File: src/rtl/uart_rx_pkg.sv
// Shared definitions for the UART RX path: controller state encoding and the
// edge_cnt points within one bit period that the sampler, checkers and
// controller agree on.
package uart_rx_pkg;

  localparam int unsigned DATA_BITS_DEF = 8;

  typedef enum logic [2:0] {
    ST_IDLE   = 3'd0,
    ST_START  = 3'd1,
    ST_DATA   = 3'd2,
    ST_PARITY = 3'd3,
    ST_STOP   = 3'd4
  } rx_state_e;

  // First of the three majority samples (H-2, H-1, H).
  function automatic int unsigned samp_point(input int unsigned prescale);
    return (prescale >> 1) - 2;
  endfunction

  // Checker strobe point, one edge after the last sample.
  function automatic int unsigned chk_point(input int unsigned prescale);
    return (prescale >> 1) + 1;
  endfunction

  // Point where the registered checker results are valid.
  function automatic int unsigned eval_point(input int unsigned prescale);
    return (prescale >> 1) + 2;
  endfunction

  // Bit boundary, where the counter advances bit_cnt.
  function automatic int unsigned last_point(input int unsigned prescale);
    return prescale - 1;
  endfunction

endpackage

File: src/rtl/uart_rx_ctrl_fsm.sv
// UART RX controller: detects the start edge, enables the edge/bit counter,
// strobes the sampler, deserializer and checkers, and closes each frame with
// a single data_valid, par_err_flag or stp_err_flag pulse.
module uart_rx_ctrl_fsm
  import uart_rx_pkg::*;
#(
  parameter int unsigned CNT_W     = 6,
  parameter int unsigned DATA_BITS = DATA_BITS_DEF
) (
  input  logic             CLK_EDGE,
  input  logic             RST_EDGE,
  input  logic             RX_IN,
  input  logic             PAR_EN,
  input  logic [CNT_W-1:0] prescale,
  input  logic [CNT_W-1:0] bit_cnt,
  input  logic [CNT_W-1:0] edge_cnt,
  input  logic             strt_glitch,
  input  logic             par_err,
  input  logic             stp_err,
  output logic             enable_edge,
  output logic             dat_samp_en,
  output logic             deser_en,
  output logic             strt_chk_en,
  output logic             par_chk_en,
  output logic             stp_chk_en,
  output logic             data_valid,
  output logic             par_err_flag,
  output logic             stp_err_flag,
  output logic             busy
);

  rx_state_e        state_q, state_d;
  logic             par_en_q, par_en_d;
  logic             perr_q, perr_d;
  logic             dv_d, pf_d, sf_d;
  logic [CNT_W-1:0] chk_pt, eval_pt, last_pt;
  logic             at_chk, at_eval, at_last, bits_done;

  // Decode the bit-period points from prescale and the current counts.
  always_comb begin
    chk_pt    = CNT_W'(chk_point(32'(prescale)));
    eval_pt   = CNT_W'(eval_point(32'(prescale)));
    last_pt   = CNT_W'(last_point(32'(prescale)));
    at_chk    = (edge_cnt == chk_pt);
    at_eval   = (edge_cnt == eval_pt);
    at_last   = (edge_cnt == last_pt);
    bits_done = (bit_cnt == CNT_W'(DATA_BITS));
  end

  // State, latched frame options and the registered end-of-frame pulses.
  always_ff @(posedge CLK_EDGE or negedge RST_EDGE) begin
    if (!RST_EDGE) begin
      state_q      <= ST_IDLE;
      par_en_q     <= 1'b0;
      perr_q       <= 1'b0;
      data_valid   <= 1'b0;
      par_err_flag <= 1'b0;
      stp_err_flag <= 1'b0;
    end else begin
      state_q      <= state_d;
      par_en_q     <= par_en_d;
      perr_q       <= perr_d;
      data_valid   <= dv_d;
      par_err_flag <= pf_d;
      stp_err_flag <= sf_d;
    end
  end

  // Next-state logic; the frame verdict is formed on the STOP->IDLE move.
  always_comb begin
    state_d  = state_q;
    par_en_d = par_en_q;
    perr_d   = perr_q;
    dv_d     = 1'b0;
    pf_d     = 1'b0;
    sf_d     = 1'b0;
    case (state_q)
      ST_IDLE: begin
        if (!RX_IN) begin
          state_d  = ST_START;
          par_en_d = PAR_EN;
          perr_d   = 1'b0;
        end
      end
      ST_START: begin
        if (at_eval && strt_glitch) begin
          state_d = ST_IDLE;
        end else if (at_last) begin
          state_d = ST_DATA;
        end
      end
      ST_DATA: begin
        if (at_last && bits_done) begin
          state_d = par_en_q ? ST_PARITY : ST_STOP;
        end
      end
      ST_PARITY: begin
        if (at_eval) begin
          perr_d = par_err;
        end
        if (at_last) begin
          state_d = ST_STOP;
        end
      end
      ST_STOP: begin
        // Leaving mid-stop-bit lets a back-to-back start edge be caught.
        if (at_eval) begin
          state_d = ST_IDLE;
          dv_d    = !perr_q && !stp_err;
          pf_d    = perr_q;
          sf_d    = stp_err && !perr_q;
        end
      end
      default: state_d = ST_IDLE;
    endcase
  end

  // Combinational enables and strobes decoded from state and edge_cnt.
  always_comb begin
    busy        = (state_q != ST_IDLE);
    enable_edge = busy;
    dat_samp_en = busy;
    deser_en    = (state_q == ST_DATA)   && at_chk;
    strt_chk_en = (state_q == ST_START)  && at_chk;
    par_chk_en  = (state_q == ST_PARITY) && at_chk;
    stp_chk_en  = (state_q == ST_STOP)   && at_chk;
  end

endmodule
File: config.mk
export PLATFORM = sky130hd
export DESIGN_NAME = uart_rx_ctrl_fsm
export DESIGN_NICKNAME = d
export VERILOG_FILES = /design/src/rtl/uart_rx_pkg.sv /design/src/rtl/uart_rx_ctrl_fsm.sv
export SDC_FILE = /design/constraint.sdc
export NUM_CORES = 1
export LEC_CHECK = 0
export CAP_MARGIN = 30
export CORE_MARGIN = 5
export CORE_UTILIZATION = 44
export CTS_CLUSTER_SIZE = 20
export DETAILED_ROUTE_END_ITERATION = 12
export GPL_TIMING_DRIVEN = 1
export PLACE_DENSITY_LB_ADDON = 0.25
export SETUP_SLACK_MARGIN = 0.02
export SLEW_MARGIN = 20
export SYNTH_ARGS = -nofsm -noshare
export SYNTH_HDL_FRONTEND = slang
export SYNTH_SLANG_ARGS = --single-unit
File: constraint.sdc
create_clock -name CLK_EDGE -period 2 [get_ports CLK_EDGE]
set_clock_uncertainty 0.1 [all_clocks]
set_input_delay 0.2 -clock CLK_EDGE [delete_from_list [all_inputs] [get_ports CLK_EDGE]]
set_output_delay 0.2 -clock CLK_EDGE [all_outputs]
set_load 0.05 [all_outputs]
Word-level counts from Yosys, hierarchy flattened
Cells that the tools add are included.

storage, ports and cells
  word-level logic and storage cells = 57
  bits in registers = 8
  input port bits = 25

cells by class
  add/subtract/negate cells = 3
  reductions and logical operators = 16
  equal/unequal tests = 14
  bitwise gates (word level) = 1
  multiplexer cells = 17

operators by type and width
  cell                                                 number
  two-way mux 3 bit                                    7
  equality test 6 bit                                  3
  one-hot mux 3 bit (5 select lines)                   1
  inequality test 2 bit, second input constant         5
  logical AND 1 bit                                    8
  two-way mux 1 bit                                    8
  adder 5 x 1 -> 6 bit, second input constant          1
  adder 5 x 2 -> 6 bit, second input constant          1
  equality test 3 x 2 -> 1 bit, second input constant  2
  equality test 6 x 4 -> 1 bit, second input constant  1
  subtractor 6 x 1 -> 6 bit, second input constant     1
  AND reduction 5 bit                                  1
  equality test 3 x 1 -> 1 bit, second input constant  1
  equality test 3 bit, second input constant           1
  logical NOT 3 bit                                    1
  inequality test 3 bit, second input constant         1
  AND reduction 3 bit                                  1
  nonzero test 3 bit                                   1
  logical NOT 1 bit                                    2
  one-hot mux 1 bit (2 select lines)                   1
  AND reduction 2 bit                                  1
  nonzero test 2 bit                                   1
  NOT 1 bit                                            1

Logic depth before layout (Yosys ltp)
  depth after elaboration = 5
  depth in mapped cells = 8
  mapped depth without buffers = 7

Least setup slack after synthesis
No wires, ideal clock.

  path type = input port to output port
  start = input prescale[1]
  end = output strt_chk_en
  arrival = 2631 ps
  setup slack = -931 ps
  stages on the path = 6
  path buffers = 0
  cell sequence = inv_1 -> ha_1 -> xor2_1 -> a2111oi_2 -> nand2_1 -> nor4_1

on the way
  word-level cells in the longest chain between the ends = 3

RTL lines
  what                  line                     RTL
  start, declared       uart_rx_ctrl_fsm.sv:14   input logic [CNT_W-1:0] prescale,
  adder 5 x 1 -> 6 bit  uart_rx_pkg.sv:23        return (prescale >> 1) + 1;
  equality test 6 bit   uart_rx_ctrl_fsm.sv:44   at_chk = (edge_cnt == chk_pt);
  logical AND 1 bit     uart_rx_ctrl_fsm.sv:124  strt_chk_en = (state_q == ST_START) && at_chk;
  end, declared         uart_rx_ctrl_fsm.sv:23   output logic strt_chk_en,

No other way between the ends.

Worst setup path in the final report
  start = input prescale[1]
  end = output par_chk_en

on the way
  word-level cells in the longest chain between the ends = 3

RTL lines
  what                  line                     RTL
  adder 5 x 1 -> 6 bit  uart_rx_pkg.sv:23
  equality test 6 bit   uart_rx_ctrl_fsm.sv:44
  logical AND 1 bit     uart_rx_ctrl_fsm.sv:125  par_chk_en = (state_q == ST_PARITY) && at_chk;
  end, declared         uart_rx_ctrl_fsm.sv:24   output logic par_chk_en,

No other way between the ends.

==> metrics.yaml <==
job:
  max_cap_viol_count: 0
routing:
  vias_per_cell: 5.53
  drt-initial-drc-count: 26
  first_pass_iters: 4
  ant_nets: 0
  routed-via-count: 1095
  wl_per_cell_um: 16.1
  drc_errors: 0
  wirelength_um: 3190
sta:
  timing.final.crit_share_pct: 100
  rsz0062_at_grt: "true"
  setup_slack_ns: -0.00348
  tightestPinTransition_ns: 0.644
  finalSetupTns_ns: -0.00348
  period_minus_slack_ns: 2.00
  drv_slew: 0
  whs_ns: 0.115
  finalHoldViolations: 0
  clock.fmax_ghz: 0.499
  slew_headroom_pct: 56.6
  setup-violations-final: 1
pwr:
  p_leak_nw: 0.760
  p_per_area_nw_per_um2: 522
  power_mw: 0.934
  vdd.ir_drop.worst_mv: 0.425
global_route:
  grt_overflow: 0
  grt_max_degree: 10
  antenna_found_initial: 0
  track_usage_pct: 19.9
  grt_pass1_vias: 1216
  grt_pass1_wl_um: 5040
outcome:
  violations: "setup timing"
  status: "finished, violations left"
clock_tree:
  clock_path_buffers: 2
  cts-htree-levels: 1
  clk_latency_ns: 0.25
  cts_tree: "built"
  clkTransAtPathRegs_ns: 0.05
  ctsRootBufferMaster: "clkbuf_4"
  numCtsBuffers: 3
  cts_hold_buffers: 0
  clock_sink_count: 8
layout:
  fin_nets: 203
  fill_cells: 119
  utilization_pct: 83.3
  multi_input_area_um2: 858
  register_area_um2: 200
  drive_gt1_share_pct: 46.5
  area_growth_pct: 86.2
  antenna_cells: 0
setup_path:
  crit_required_ns: 1.70
  critPathLaunch: "prescale[1]"
  reg2reg_slack_ns: 0.33
  crit_path_end_kind: "output port"
  cp_max_fo: 3
  arrival_ns: 1.70
  r2r-end: "par_en_q"
  r2r_cells: 2
  slowest_stage: "xnor2_1"
  endpoint: "par_chk_en"
  path_cells: "buf_8 > ha_2 > buf_4 > xor2_1 > xnor2_1 > buf_4 > nand4_1 > nor2_2 > buf_12"
  slowest_delay_ns: 0.28
  cpMostUsedCell: "buf_4"
  critical_path.startpoint_type: "input pin"
  worstSetupPathType: "input pin to output port"
  r2r_start: "state_q[0]"
logic_synthesis:
  ys_types: 42
  synthesis.area_um2: 961
  yosysSeqAreaShare_pct: 20.8
  yosys_warnings: 0
  synth_cells: 107
  syn-num-nets: 138
  ys_seq_elements: 8
  syn_area_per_cell_um2: 8.98
placed_design:
  routabilityCongestion: 0.860
  preCtsSetupSlack_ns: -0.564
  dp_hpwl_um: 2330
  port_buffers: 34
die:
  die_area_um2: 3220
  ios: 35
  num_rows: 17
  dieHeight_um: 56.7
  die_width_um: 56.7
  core_area_um2: 2150
  start_util_pct: 44.7
hold_path:
  hp-class: "input pin to asynchronous set/reset pin"
[state kept, by name (all words and copies together) (netlist names)]
register / count
par_en_q: 1
perr_q: 1
stp_err_flag: 1
state_q: 3
data_valid: 1
par_err_flag: 1
[worst max-delay path: cells and delay by family]
kind	cells	cell delay (ns)
xor gates and xnor gates	2	0.43
adders and majority gates	1	0.19
buffers and inverters	4	0.56
and+or+nand+nor	2	0.32
[cell usage in the layout (no fill, tap or decap), types with 3 or more instances in the layout]
cell type,Yosys,layout
a21oi_1,3,3
buf_12,0,5
buf_4,2,31
buf_6,1,3
clkbuf_4,0,3
clkdlybuf4s15_2,0,3
clkdlybuf4s50_1,0,16
dfrtp_1,8,8
inv_1,8,5
nand2_1,5,4
nand2b_1,4,3
nand4_1,3,3
nor2_1,7,5
xnor2_1,14,11
xnor2_2,0,3
xor2_1,6,4
[worst min path at each step]
stage	from	to	slack (ns)	cells after the start
global route	RST_EDGE	par_en_q	0.15	1
CTS	RST_EDGE	stp_err_flag	0.12	1
floorplan	RST_EDGE	data_valid	-0.20	0
finish	RST_EDGE	stp_err_flag	0.11	1
detailed placement	perr_q	data_valid	0.35	1
global placement	perr_q	data_valid	0.33	1
[where the power goes]
group          switching [mW]  internal [mW]
registers              0.0339          0.191
clock network          0.0556         0.0687
logic                   0.323          0.261
total                   0.412          0.521
[per-layer routing]
layer  wire length, um  GRT usage (%)  part of all wire, %  vias to the layer above
li1                  -              -                    -                      516
met1              1070           16.8                   33                      517
met2              1770           38.8                   55                       41
met3               158           4.14                  5.0                       21
met4               196           15.9                  6.1                        0
met5                 0              0                    0                        -
[final cells by class]
class | count | share of cell area, %
flip-flops and latches | 8 | 11.2
multi-input cells | 86 | 48.0
inverters | 8 | 2.24
well taps | 28 | 1.96
clock buffers | 3 | 1.26
repair buffers | 65 | 35.4
[metrics by stage]
stage / instance area [um2] / instances
6_report: 1790 / 198
5_1_grt: 1790 / 198
4_1_cts: 1710 / 197
3_5_place_dp: 1560 / 190
3_3_place_gp: 1560 / 190
2_1_floorplan: 992 / 107
[logic make-up after synthesis]
logic type | share of synthesized area, %
AO/OA/AOI/OAI | 17.7
XOR/XNOR | 18.2
adder cells (fa/ha/maj) | 7.81
buffers and inverters | 6.77
flip-flops | 20.8
multiplexers | 1.17
AND/OR/NAND/NOR | 27.5
[cells in the mapped netlist, drive strengths merged]
master / instances / area share, %
and3: 1 / 0.65
nor2: 7 / 2.7
a21bo: 1 / 1.0
nand2: 6 / 2.6
nor3: 3 / 1.6
nand3: 3 / 1.6
a21o: 1 / 0.78
xor2: 6 / 5.5
nor2b: 3 / 2.0
inv: 8 / 3.1
a311oi: 1 / 0.91
nor4: 3 / 3.5
o22a: 1 / 0.91
a21oi: 3 / 1.6
a31oi: 2 / 1.3
a31o: 1 / 0.91
buf: 4 / 3.3
xnor2: 14 / 13
nor4b: 3 / 4.9
a211oi: 1 / 1.3
a2111oi: 2 / 3.1
and2b: 1 / 0.78
nand2b: 4 / 2.6
o41ai: 2 / 1.8
a41o: 1 / 1.0
dfrtp: 8 / 21
ha: 6 / 7.8
and4b: 1 / 1.0
mux2: 1 / 1.2
o32ai: 1 / 0.91
a221o: 1 / 1.0
o21ba: 1 / 1.0
nand3b: 1 / 0.78
clkbuf: 1 / 0.39
nor3b: 1 / 0.78
nand4: 3 / 2.0
[timing repair]
action	in CTS	in global routing
endpoints found under the setup margin	11	6
hold endpoints to repair	0	0
setup buffers	4	1
pin swaps	7	8
gates resized for setup	51	13
Note: power is estimated with default switching activity, not from simulation.
